==> src/rtl/ex_hazard_ctrl.sv <==
// EX-stage hazard controller: load-use stall sequencing, taken-branch
// squash, operand forwarding selects and saturating stall/flush counters.
module ex_hazard_ctrl #(
    parameter int unsigned LOAD_STALL_CYCLES = 1,
    parameter int unsigned CNT_W             = 16
) (
    input  logic             clk,
    input  logic             rst,
    input  logic [4:0]       id_rs,
    input  logic [4:0]       id_rt,
    input  logic             id_uses_rt,
    input  logic             idex_memread,
    input  logic [4:0]       idex_rs,
    input  logic [4:0]       idex_rt,
    input  logic             exmem_regwrite,
    input  logic [4:0]       exmem_rd,
    input  logic             exmem_branch,
    input  logic             exmem_zero,
    input  logic             memwb_regwrite,
    input  logic [4:0]       memwb_rd,
    input  logic             cnt_clr,
    output logic             pc_write,
    output logic             ifid_write,
    output logic             ifid_flush,
    output logic             idex_flush,
    output logic             exmem_flush,
    output logic [1:0]       fwd_a,
    output logic [1:0]       fwd_b,
    output logic             stalled,
    output logic [CNT_W-1:0] stall_cnt,
    output logic [CNT_W-1:0] flush_cnt
);

    typedef enum logic {
        RUN,
        LDSTALL
    } state_t;

    // Remaining extra bubbles once the first hazard cycle has been spent.
    localparam logic [2:0] REM_INIT =
        (LOAD_STALL_CYCLES > 1) ? 3'(LOAD_STALL_CYCLES - 2) : 3'd0;
    localparam bit MULTI_STALL = (LOAD_STALL_CYCLES > 1);

    state_t           state_q, state_d;
    logic [2:0]       rem_q, rem_d;
    logic [CNT_W-1:0] stall_cnt_q, stall_cnt_d;
    logic [CNT_W-1:0] flush_cnt_q, flush_cnt_d;

    logic br_taken;
    logic ld_hazard;
    logic stall_inc;
    logic flush_inc;

    assign br_taken  = exmem_branch & exmem_zero;
    assign ld_hazard = idex_memread & (idex_rt != 5'd0) &
                       ((idex_rt == id_rs) |
                        (id_uses_rt & (idex_rt == id_rt)));

    // Next-state and pipeline-control decode; reset forces a full bubble.
    always_comb begin
        state_d     = state_q;
        rem_d       = rem_q;
        pc_write    = 1'b1;
        ifid_write  = 1'b1;
        ifid_flush  = 1'b0;
        idex_flush  = 1'b0;
        exmem_flush = 1'b0;
        stall_inc   = 1'b0;
        flush_inc   = 1'b0;
        stalled     = (state_q == LDSTALL);

        unique case (state_q)
            RUN: begin
                if (br_taken) begin
                    ifid_flush  = 1'b1;
                    idex_flush  = 1'b1;
                    exmem_flush = 1'b1;
                    flush_inc   = 1'b1;
                end else if (ld_hazard) begin
                    pc_write   = 1'b0;
                    ifid_write = 1'b0;
                    idex_flush = 1'b1;
                    stall_inc  = 1'b1;
                    if (MULTI_STALL) begin
                        state_d = LDSTALL;
                        rem_d   = REM_INIT;
                    end
                end
            end
            LDSTALL: begin
                if (br_taken) begin
                    ifid_flush  = 1'b1;
                    idex_flush  = 1'b1;
                    exmem_flush = 1'b1;
                    flush_inc   = 1'b1;
                    state_d     = RUN;
                    rem_d       = 3'd0;
                end else begin
                    pc_write   = 1'b0;
                    ifid_write = 1'b0;
                    idex_flush = 1'b1;
                    stall_inc  = 1'b1;
                    if (rem_q == 3'd0) begin
                        state_d = RUN;
                    end else begin
                        rem_d = rem_q - 3'd1;
                    end
                end
            end
            default: begin
                state_d = RUN;
                rem_d   = 3'd0;
            end
        endcase

        if (!rst) begin
            pc_write    = 1'b0;
            ifid_write  = 1'b0;
            ifid_flush  = 1'b1;
            idex_flush  = 1'b1;
            exmem_flush = 1'b1;
            stalled     = 1'b0;
        end
    end

    // Saturating counters; a clear beats a same-cycle increment.
    always_comb begin
        stall_cnt_d = stall_cnt_q;
        flush_cnt_d = flush_cnt_q;
        if (cnt_clr) begin
            stall_cnt_d = '0;
            flush_cnt_d = '0;
        end else begin
            if (stall_inc && (stall_cnt_q != '1)) begin
                stall_cnt_d = stall_cnt_q + CNT_W'(1);
            end
            if (flush_inc && (flush_cnt_q != '1)) begin
                flush_cnt_d = flush_cnt_q + CNT_W'(1);
            end
        end
    end

    // Operand forwarding; the younger EX/MEM result wins over MEM/WB.
    always_comb begin
        fwd_a = 2'b00;
        fwd_b = 2'b00;
        if (rst) begin
            if (exmem_regwrite && (exmem_rd != 5'd0) &&
                (exmem_rd == idex_rs)) begin
                fwd_a = 2'b10;
            end else if (memwb_regwrite && (memwb_rd != 5'd0) &&
                         (memwb_rd == idex_rs)) begin
                fwd_a = 2'b01;
            end
            if (exmem_regwrite && (exmem_rd != 5'd0) &&
                (exmem_rd == idex_rt)) begin
                fwd_b = 2'b10;
            end else if (memwb_regwrite && (memwb_rd != 5'd0) &&
                         (memwb_rd == idex_rt)) begin
                fwd_b = 2'b01;
            end
        end
    end

    // State, stall countdown and counter registers.
    always_ff @(posedge clk or negedge rst) begin
        if (!rst) begin
            state_q     <= RUN;
            rem_q       <= 3'd0;
            stall_cnt_q <= '0;
            flush_cnt_q <= '0;
        end else begin
            state_q     <= state_d;
            rem_q       <= rem_d;
            stall_cnt_q <= stall_cnt_d;
            flush_cnt_q <= flush_cnt_d;
        end
    end

    assign stall_cnt = stall_cnt_q;
    assign flush_cnt = flush_cnt_q;

endmodule

==> config.mk <==
export PLATFORM = sky130hd
export DESIGN_NAME = ex_hazard_ctrl
export DESIGN_NICKNAME = d
export VERILOG_FILES = /design/src/rtl/ex_hazard_ctrl.sv
export SDC_FILE = /design/constraint.sdc
export NUM_CORES = 1
export LEC_CHECK = 0
export CORE_MARGIN = 2
export CORE_UTILIZATION = 45
export CTS_CLUSTER_SIZE = 10
export DETAILED_ROUTE_END_ITERATION = 6
export PLACE_DENSITY_LB_ADDON = 0.1
export SLEW_MARGIN = 20
export SYNTH_ARGS = -nofsm -noshare
export SYNTH_HDL_FRONTEND = slang
export SYNTH_SLANG_ARGS = --single-unit
==> constraint.sdc <==
create_clock -name clk -period 3.7 [get_ports clk]
set_input_delay 0.925 -clock clk [delete_from_list [all_inputs] [get_ports clk]]
set_output_delay 0.925 -clock clk [all_outputs]
set_load 0.03 [all_outputs]
# --- Yosys cells after proc, flatten, opt, wreduce, memory -nomap -nowiden ---
# Cells that the tools add are included.
word_totals:
  elab_cells: 66
  ramBits: 0
  latchBits: 0
  inputBits: 39
  memories: 0
  romBits: 0
  regBits: 36
  output_inout_bits: 42
op_classes:
  n_mul: 0
  n_mux: 29
  n_addsub: 3
  n_reduce_logical: 15
  n_shift: 0
  eq_ne: 9
  n_div: 0
  n_bitwise: 6
  n_lt_le_gt_ge: 0
op_table:
  columns: ["cell", "count"]
  rows:
  - ["16-bit two-way mux", 4]
  - ["16-bit by 1-bit adder with 16-bit output, second input constant", 2]
  - ["16-bit inequality test, second input constant", 2]
  - ["5-bit equality test", 6]
  - ["1-bit two-way mux", 16]
  - ["5-bit nonzero test", 3]
  - ["1-bit logical AND", 8]
  - ["2-bit two-way mux", 4]
  - ["3-bit two-way mux", 2]
  - ["1-bit case mux with 2 select lines", 3]
  - ["1-bit bitwise AND", 4]
  - ["2-bit nonzero test", 2]
  - ["3-bit logical NOT", 1]
  - ["3-bit by 1-bit subtractor with 3-bit output, second input constant", 1]
  - ["2-bit inequality test, second input constant", 1]
  - ["2-bit AND reduction", 1]
  - ["1-bit inverter", 1]
  - ["1-bit bitwise OR", 1]

# --- Logic depth before layout (Yosys ltp) ---
logic_depth:
  ltp_word: 10
  mapped_depth: 8
  mapped_depth_nobuf: 7

# --- Least setup slack after synthesis ---
# Ideal clock, no wire load.
synth_path:
  path_kind: "input -> output"
  from: "in idex_rt[2]"
  to: "out pc_write"
  arrival_ns: 3.069
  slack_ns: -0.294
  n_path_buf: 2
  path_stages: 6
  required_time_ns: 2.775
  cell_sequence: "buf_2 > or4_1 > o21a_2 > a21o_1 > a21boi_0 > buf_4"
synth_via:
  elab_chain_cells: 8
  word_cells_on_any_way: 11
  classes_between: "eq/ne: 2; mux: 4; bitwise: 4; reduce/logical: 1"
synth_rtl:
  columns: ["element", "line", "rtl"]
  rows:
  - ["start, declared", "14", "input logic [4:0] idex_rt,"]
  - ["5-bit equality test", "57", "(id_uses_rt & (idex_rt == id_rt)));"]
  - ["1-bit bitwise AND", "57", null]
  - ["1-bit bitwise OR", "56", "((idex_rt == id_rs) |"]
  - ["1-bit bitwise AND *", "55", "assign ld_hazard = idex_memread & (idex_rt != 5'd0) &"]
  - ["1-bit two-way mux * (2 in series)", null, null]
  - ["1-bit case mux with 2 select lines *", null, null]
  - ["1-bit two-way mux *", null, null]
  - ["end, declared", "22", "output logic pc_write,"]
# Every way passes the cells marked *; elsewhere a longest branch is shown, timed or not.

# --- Worst setup path in the final report ---
layout_path:
  from: "in idex_rt[4]"
  to: "out ifid_write"
layout_via:
  elab_chain_cells: 8
  word_cells_on_any_way: 11
  classes_between: "eq/ne: 2; mux: 4; bitwise: 4; reduce/logical: 1"
layout_rtl:
  columns: ["element", "line", "rtl"]
  rows:
  - ["5-bit equality test", "57", null]
  - ["1-bit bitwise AND", "57", null]
  - ["1-bit bitwise OR", "56", null]
  - ["1-bit bitwise AND *", "55", null]
  - ["1-bit two-way mux *", "79", "end else if (ld_hazard) begin"]
  - ["1-bit two-way mux *", "74", "if (br_taken) begin"]
  - ["1-bit case mux with 2 select lines *", "72", "unique case (state_q)"]
  - ["1-bit two-way mux *", "116", "if (!rst) begin"]
  - ["end, declared", "23", "output logic ifid_write,"]
# Marked as above.

==> results <==
- The flow ran to the end, and the final reports show no timing, DRC or antenna violations.
- The first-pass GRT wire length is 10.6 mm.
- The summed instance area of the synthesized netlist is around 0.0025 mm2.
- The number of warnings issued by yosys is 0.
- After detailed routing, the average wire length per cell comes to about 15 um.
- In this run the worst path has a maximum fanout of 4.
- In this run, post-CTS repair resized a total of 4 instances.
- After synthesis, the netlist uses 45 different library cells.
- For this run, the register share of the synthesized area comes to 36.5%.
- The compound-gate portion of the synthesized area is roughly an eighth.
- The floorplan step defined a core boundary enclosing approximately 0.0052 mm2.
- Row generation in the floorplan step produced 26 rows.
- The required time of the critical path is 2.77 ns.
- The weighted congestion reported at the end of routability-driven placement is 0.821.
- Setup repair after global routing left no endpoint under its margin.
- Global routing finished with a remaining overflow of 0.
- The worst hold-check slack is 0.481 ns.
- The post-DP HPWL is between 4 and 5 mm.
- The most instantiated flip-flop cell in the synthesis netlist is dfrtp_1.
- Max-cap violations in this run came to 0.
- For this run, asynchronously set or reset flops after synthesis account for 100%.
- In this run the vertical extent of the chip is about 78 um.
- The top achievable clock speed is around 280 MHz.
- Global routing used 21.7% of the available tracks.
- Of the total synthesized cell area, the portion taken by full adders, half adders and majority gates is 2.03%.
- The footprint of the flip-flops and latches is ~900 um2.
- The post-detailed-routing wire length is around 6.4 mm.
- The actual slew at the worst max-slew pin is 0.462 ns.
- The type of the setup path with the least slack is in -> out.
- In this run the power density over the cells is 257 mW/mm2.
- The worst hold path belongs to the class in -> async.
- At the end of the flow, the number of nets in the layout was 401.
- Dividing the detail-routed via count by the number of cells gives between 5 and 6.
- The share of synthesized area spent on multiplexers is ~1.9%.
- The number of flip-flops and latches in the synthesized netlist is 36.
- The detailed-routing iteration count for the pre-antenna-repair pass is 4.
- After clock tree synthesis, the clock-pin slew on the worst setup and hold paths is about 0.07 ns.
- At the worst endpoint, the arrival time is 2.70 ns.
- The floorplan die area is between 0.006 and 0.007 mm2.
- The number of antenna violations at the first check in global routing is 0.
- The area added between synthesis and finish is 42.4%.
- The xor/xnor share of the synthesized area is 15.3%.
- The total I/O pin count is 81.
- The number of antenna diodes is 0.
- Counting every net in the synthesized netlist gives approximately 310.
- The detailed router's first-iteration violation count is 80.
- The dominant combinational cell family by area after synthesis is simple AND/OR/NAND/NOR gates.
- The H-tree depth is 2.
- The final clock skew is about 0.012 ns.
- The count of nets left with antenna violations once routing finished came out at 0.
- The number of buffers inserted for hold repair after clock tree synthesis is 0.
- The via count of the first global-routing pass is 2239.
- Once the floorplan was initialized, standard cells occupied 47.4% of the core.
- The overall power consumption is 904 uW.
- In this run the tool buffered the top-level ports with 80 buffer cells.
- The total count of hold-check failures in the final report came to 0.
- The number of pins with negative max-slew slack in the final report came to 0.
- The number of buffers inserted to repair setup after CTS is 0.
- STA classifies the critical path endpoint as an output pin.
- The post-route fraction of the period consumed by the critical path is a little over nine tenths.
- In this run the static leakage power is 0.00147 uW.
- The number of enable-type register cells in the synthesized netlist is 0.
- The area occupied by multi-input gates is ~0.0015 mm2.
- The clock passes through at most 2 buffers.
- After detailed routing, the number of remaining DRC violations is 0.
- The clock tree from TritonCTS is yes.
- Setup violations remaining at the end of the flow were counted as 0.
- The count of fill cells added during filler insertion is ~450.
- The worst path needs ~3.6 ns of the cycle, external delays included.
- The average cell area after synthesis is just over 9 um2.
- The die outline width is around 78 um.
- The clock root buffer is clkbuf_8.
- The cell count after synthesis is 268.
- The worst-case headroom to the max-slew limit is roughly 70%.
- Of the total synthesized cell area, the portion taken by AND, OR, NAND and NOR gates is about a quarter.
- The number of clock buffers added by TritonCTS is 5.
- The tree built by TritonCTS fans out to 36 sinks.
- The startpoint kind of the worst setup timing path is an input port.
- For the worst-skew pair, the clock arrives at the later sink with an insertion delay of roughly 0.29 ns.
- Entering global routing, the biggest net connects 33 pins.
- In the final layout, the share of cells above drive strength 1 is 13.9%.
- The worst-case IR drop observed on VDD is about 0.0002 V.
- The number of vias after detailed routing is about 2300.
==> state kept, by name, indices dropped and copies added, names as in the netlist <==
| register | count |
|---|---|
| stall_cnt | 16 |
| flush_cnt | 16 |
| rem_q | 3 |
| state_q | 1 |
==> cell type report <==
cell class | count | area share (%)
clock inverter | 2 | 0.997
inverter | 6 | 0.641
tap | 70 | 2.49
multi-input combinational | 208 | 41.4
timing repair buffer | 101 | 26.8
clock buffer | 6 | 2.06
sequential | 36 | 25.6
==> per-stage QoR <==
step | setup TNS, ns | instances | setup slack, ns | util (%) | area (um2)
final | 0 | 429 | 0.0737 | 67.5 | 3510
after global routing | 0 | 429 | 0.00457 | 67.5 | 3510
after CTS | 0 | 429 | 0.0285 | 67.2 | 3500
after detailed placement | -0.421 | 421 | -0.182 | 65.2 | 3400
after global placement | -0.399 | 421 | -0.166 | 65.2 | 3400
after floorplan | 0 | 268 | 0.0545 | - | 2470
==> placed cells by master, fill, tap and decap left out, drive strengths merged <==
cell	count
a21boi	1
a21o	1
a21oi	14
a311o	1
a31oi	1
a41o	3
and2	6
and3	9
and4	6
buf	27
bufinv	1
clkbuf	6
clkdlybuf4s50	69
clkinv	1
dfrtp	36
dlygate4sd2	3
dlymetal6s2s	2
ha	4
inv	6
mux2	2
mux2i	2
nand2	16
nand2b	2
nand3	21
nand4	7
nor2	16
nor2b	5
nor3	2
nor4	4
o2111ai	4
o211ai	1
o21a	2
o21ai	13
o22ai	1
o31ai	5
or3	4
or4	12
xnor2	19
xor2	24
==> kinds of logic (layout without fill, tap and decap cells) <==
group | after synthesis | count (layout)
xor gates and xnor gates | 43 | 43
muxes | 4 | 4
adders and majority gates | 4 | 4
and+or+nand+nor | 110 | 110
DFF | 36 | 36
buffers and inverters | 24 | 115
AOI/OAI and AO/OA | 47 | 47
==> critical path, stage by stage <==
cell	delay (ns)
clkdlybuf4s50_1	0.44
buf_4	0.17
or4_1	0.40
o21a_2	0.22
a21o_1	0.17
a21boi_2	0.17
buf_4	0.19
==> per-layer routing <==
layer | global-route usage (%) | part of all wire [%]
met1 | 29.5 | 46
met2 | 34.7 | 47
met3 | 4.94 | 5.7
met4 | 6.84 | 1.1
met5 | 0 | 0
==> synth_stat cells (3+ instances only) <==
master	n	area [um2]
or4_1	12	90.1
o31ai_1	5	37.5
nor2b_1	5	31.3
and3_1	8	50.1
and4_4	3	33.8
ha_1	4	50.1
nand3_1	21	105
nor4_1	4	25.0
clkbuf_1	10	37.5
o2111ai_1	3	26.3
and4_1	3	26.3
buf_6	3	33.8
buf_4	3	22.5
or3_1	4	25.0
xnor2_1	19	166
nand2_1	15	56.3
nor2_1	16	60.1
and2_1	6	37.5
a41o_1	3	30.0
inv_1	6	22.5
xor2_1	24	210
o21ai_0	13	65.1
a21oi_1	13	65.1
dfrtp_1	36	901
nand4_1	6	37.5
==> final timing paths <==
path	cells after the start	startpoint	endpoint	slack, ns
max reg2reg	6	stall_cnt[7]	stall_cnt[2]	1.67
min	1	rst	rem_q[1]	0.48
min reg2reg	1	rem_q[2]	rem_q[2]	0.49
max in group asynchronous	2	rst	flush_cnt[6]	2.53
max	7	idex_rt[4]	ifid_write	0.07
min in group clk	1	rem_q[2]	rem_q[2]	0.49
==> power by group <==
part           internal [uW]  leakage (uW)  switching [uW]  total (uW)
Clock                    200     0.0000552             147         347
Combinational           82.2      0.000916            77.6         160
Sequential               395      0.000502            2.34         397
Note: power is estimated with default switching activity, not from simulation.
==> RTL change: new RTL, same flow settings <==
Change the parameter `CNT_W` from 16 to 24.
--- a/src/rtl/ex_hazard_ctrl.sv
+++ b/src/rtl/ex_hazard_ctrl.sv
@@ -3,5 +3,5 @@
 module ex_hazard_ctrl #(
     parameter int unsigned LOAD_STALL_CYCLES = 1,
-    parameter int unsigned CNT_W             = 16
+    parameter int unsigned CNT_W             = 24
 ) (
     input  logic             clk,
Interface: changed (resized flush_cnt and stall_cnt); port bits go from 81 to 97. No check against the original RTL was run, so the function may have changed too.
==> RTL change against the original RTL <==
Synthesized cell count grew 46%; synthesized area grew 39%; clock skew shrank 0.0095 ns; wire length is 45% higher; setup slack worse by 0.029 ns; final cell count is 39% higher; largest power group unchanged; fmax decreased by 0.78%; non-clock buffer count up 22; die area increased by 37%; sequential cell count increased by 16; power increased by 27%; final area rose by 34%.
==> RTL change: results (changes against the original RTL) <==
status finished clean; fillcell total 654 (+46%); met1 Usage GRT 32.9% (+3.4 points); CTS max path bufs 2 (unchanged); Leak Pwr 1.81 nW (+23%); switch share 25.3% (+0.24 points); All-Layer GR Usage 22.6% (+0.86 points); WL met3 507 um (+39%); Clock Skews 0.00238 ns (-0.00951 ns); 1st-iter DRT viols 130 (+63%); Worst Hold Class flip-flop to flip-flop; Synth cell types 47 (+4.4%); fin nets 540 (+35%); switching pwr 292 uW (+29%); GR Util met2 35.1% (+0.47 points); vias 3,332 (+44%); first-pass GRT wire length 15,600 um (+47%); Syn Nets 433 (+39%); commonest cells in the synthesized netlist 52 x dfrtp_1, 45 x nor2_1, 33 x nand2_1; Placement Setup Slack -0.187 ns (-0.00497 ns); placer congestion estimate 0.801 (-2.5%); WL met2 4220 um (+41%); mean routed wirelength per cell 15.5 um (+4.3%); largest net degree at the start of global routing 47 (+42%); worst skew pair latency 0.31 ns (+0.02 ns); Reg clk slew, reported paths 0.10 ns (+0.03 ns); met3 GRT Util 4.23% (-0.71 points); Worst VDD drop 0.168 mV (-17%); Mapped Area 0.00342 sq mm (+39%); post-DP HPWL 6780 um (+45%); final non-filler cell total 597 (+39%); placed cell area 0.00456 sq mm (+34%); post-route minimum period 3.65 ns (+0.0286 ns); DRT Pass-1 Iters 5 (+1); critical path arrival 2.73 ns (+0.03 ns); Comb power 176 uW (+10%); metal1 wirelength 4460 um (+51%); layout cell share with drive strength beyond 1 14.7% (+0.73 points); PortBufs 96 (+20%); vias in the first global route 3,082 (+38%); clock network power 403 uW (+16%); Cells after Synth 390 (+46%); Synth area leaders dfrtp_1 38%, xnor2_1 7.4%, xor2_1 5.6%
RTL change: stage by stage:
| step | hold WS (ns) | setup TNS [ns] |
|---|---|---|
| 2_1_floorplan | 0.448 | 0 |
| 3_3_place_gp | 0.475 | -0.541 |
| 3_5_place_dp | 0.479 | -0.616 |
| 4_1_cts | 0.499 | 0 |
| 5_1_grt | 0.551 | -0.0332 |
| 6_report | 0.499 | 0 |
RTL change: layout make-up:
cell class	instances	area [sq um]	area share, %
Tap cell	99	124	2.63
Timing Repair Buffer	123	1150	24.4
Sequential cell	52	1300	27.6
Clock buffer	6	72.6	1.54
Clock inverter	2	38.8	0.822
Multi-Input combinational cell	307	2000	42.4
Inverter	8	30.0	0.636
RTL change: timing repair:
item                                    in CTS  in global routing
hold buffers                                 0                  0
buffers inserted                             0                  1
resized for setup                            5                 15
endpoints found under the setup margin       4                  7
pin swaps                                    0                  3
RTL change: final timing paths:
path / to / startpoint
min in group asynchronous: flush_cnt[4]$_DFFE_PN0P_ / rst
setup / recovery: fwd_a[0] / exmem_rd[1]
setup reg to reg: stall_cnt[13]$_DFFE_PN0P_ / stall_cnt[0]$_DFFE_PN0P_
hold / removal: rem_q[1]$_DFFE_PN0P_ / rem_q[1]$_DFFE_PN0P_
max in group asynchronous: rem_q[0]$_DFFE_PN0P_ / rst
hold reg to reg: rem_q[1]$_DFFE_PN0P_ / rem_q[1]$_DFFE_PN0P_
RTL change: cell families after synthesis:
kind of cell / after synthesis / share of synthesized area [%]
AND/OR/NAND/NOR: 193 / 30.7
flip-flops: 52 / 38.0
XOR/XNOR: 51 / 13.1
AO/OA/AOI/OAI: 50 / 9.14
buffers and inverters: 31 / 4.68
multiplexers: 9 / 2.96
adder cells (fa/ha/maj): 4 / 1.46
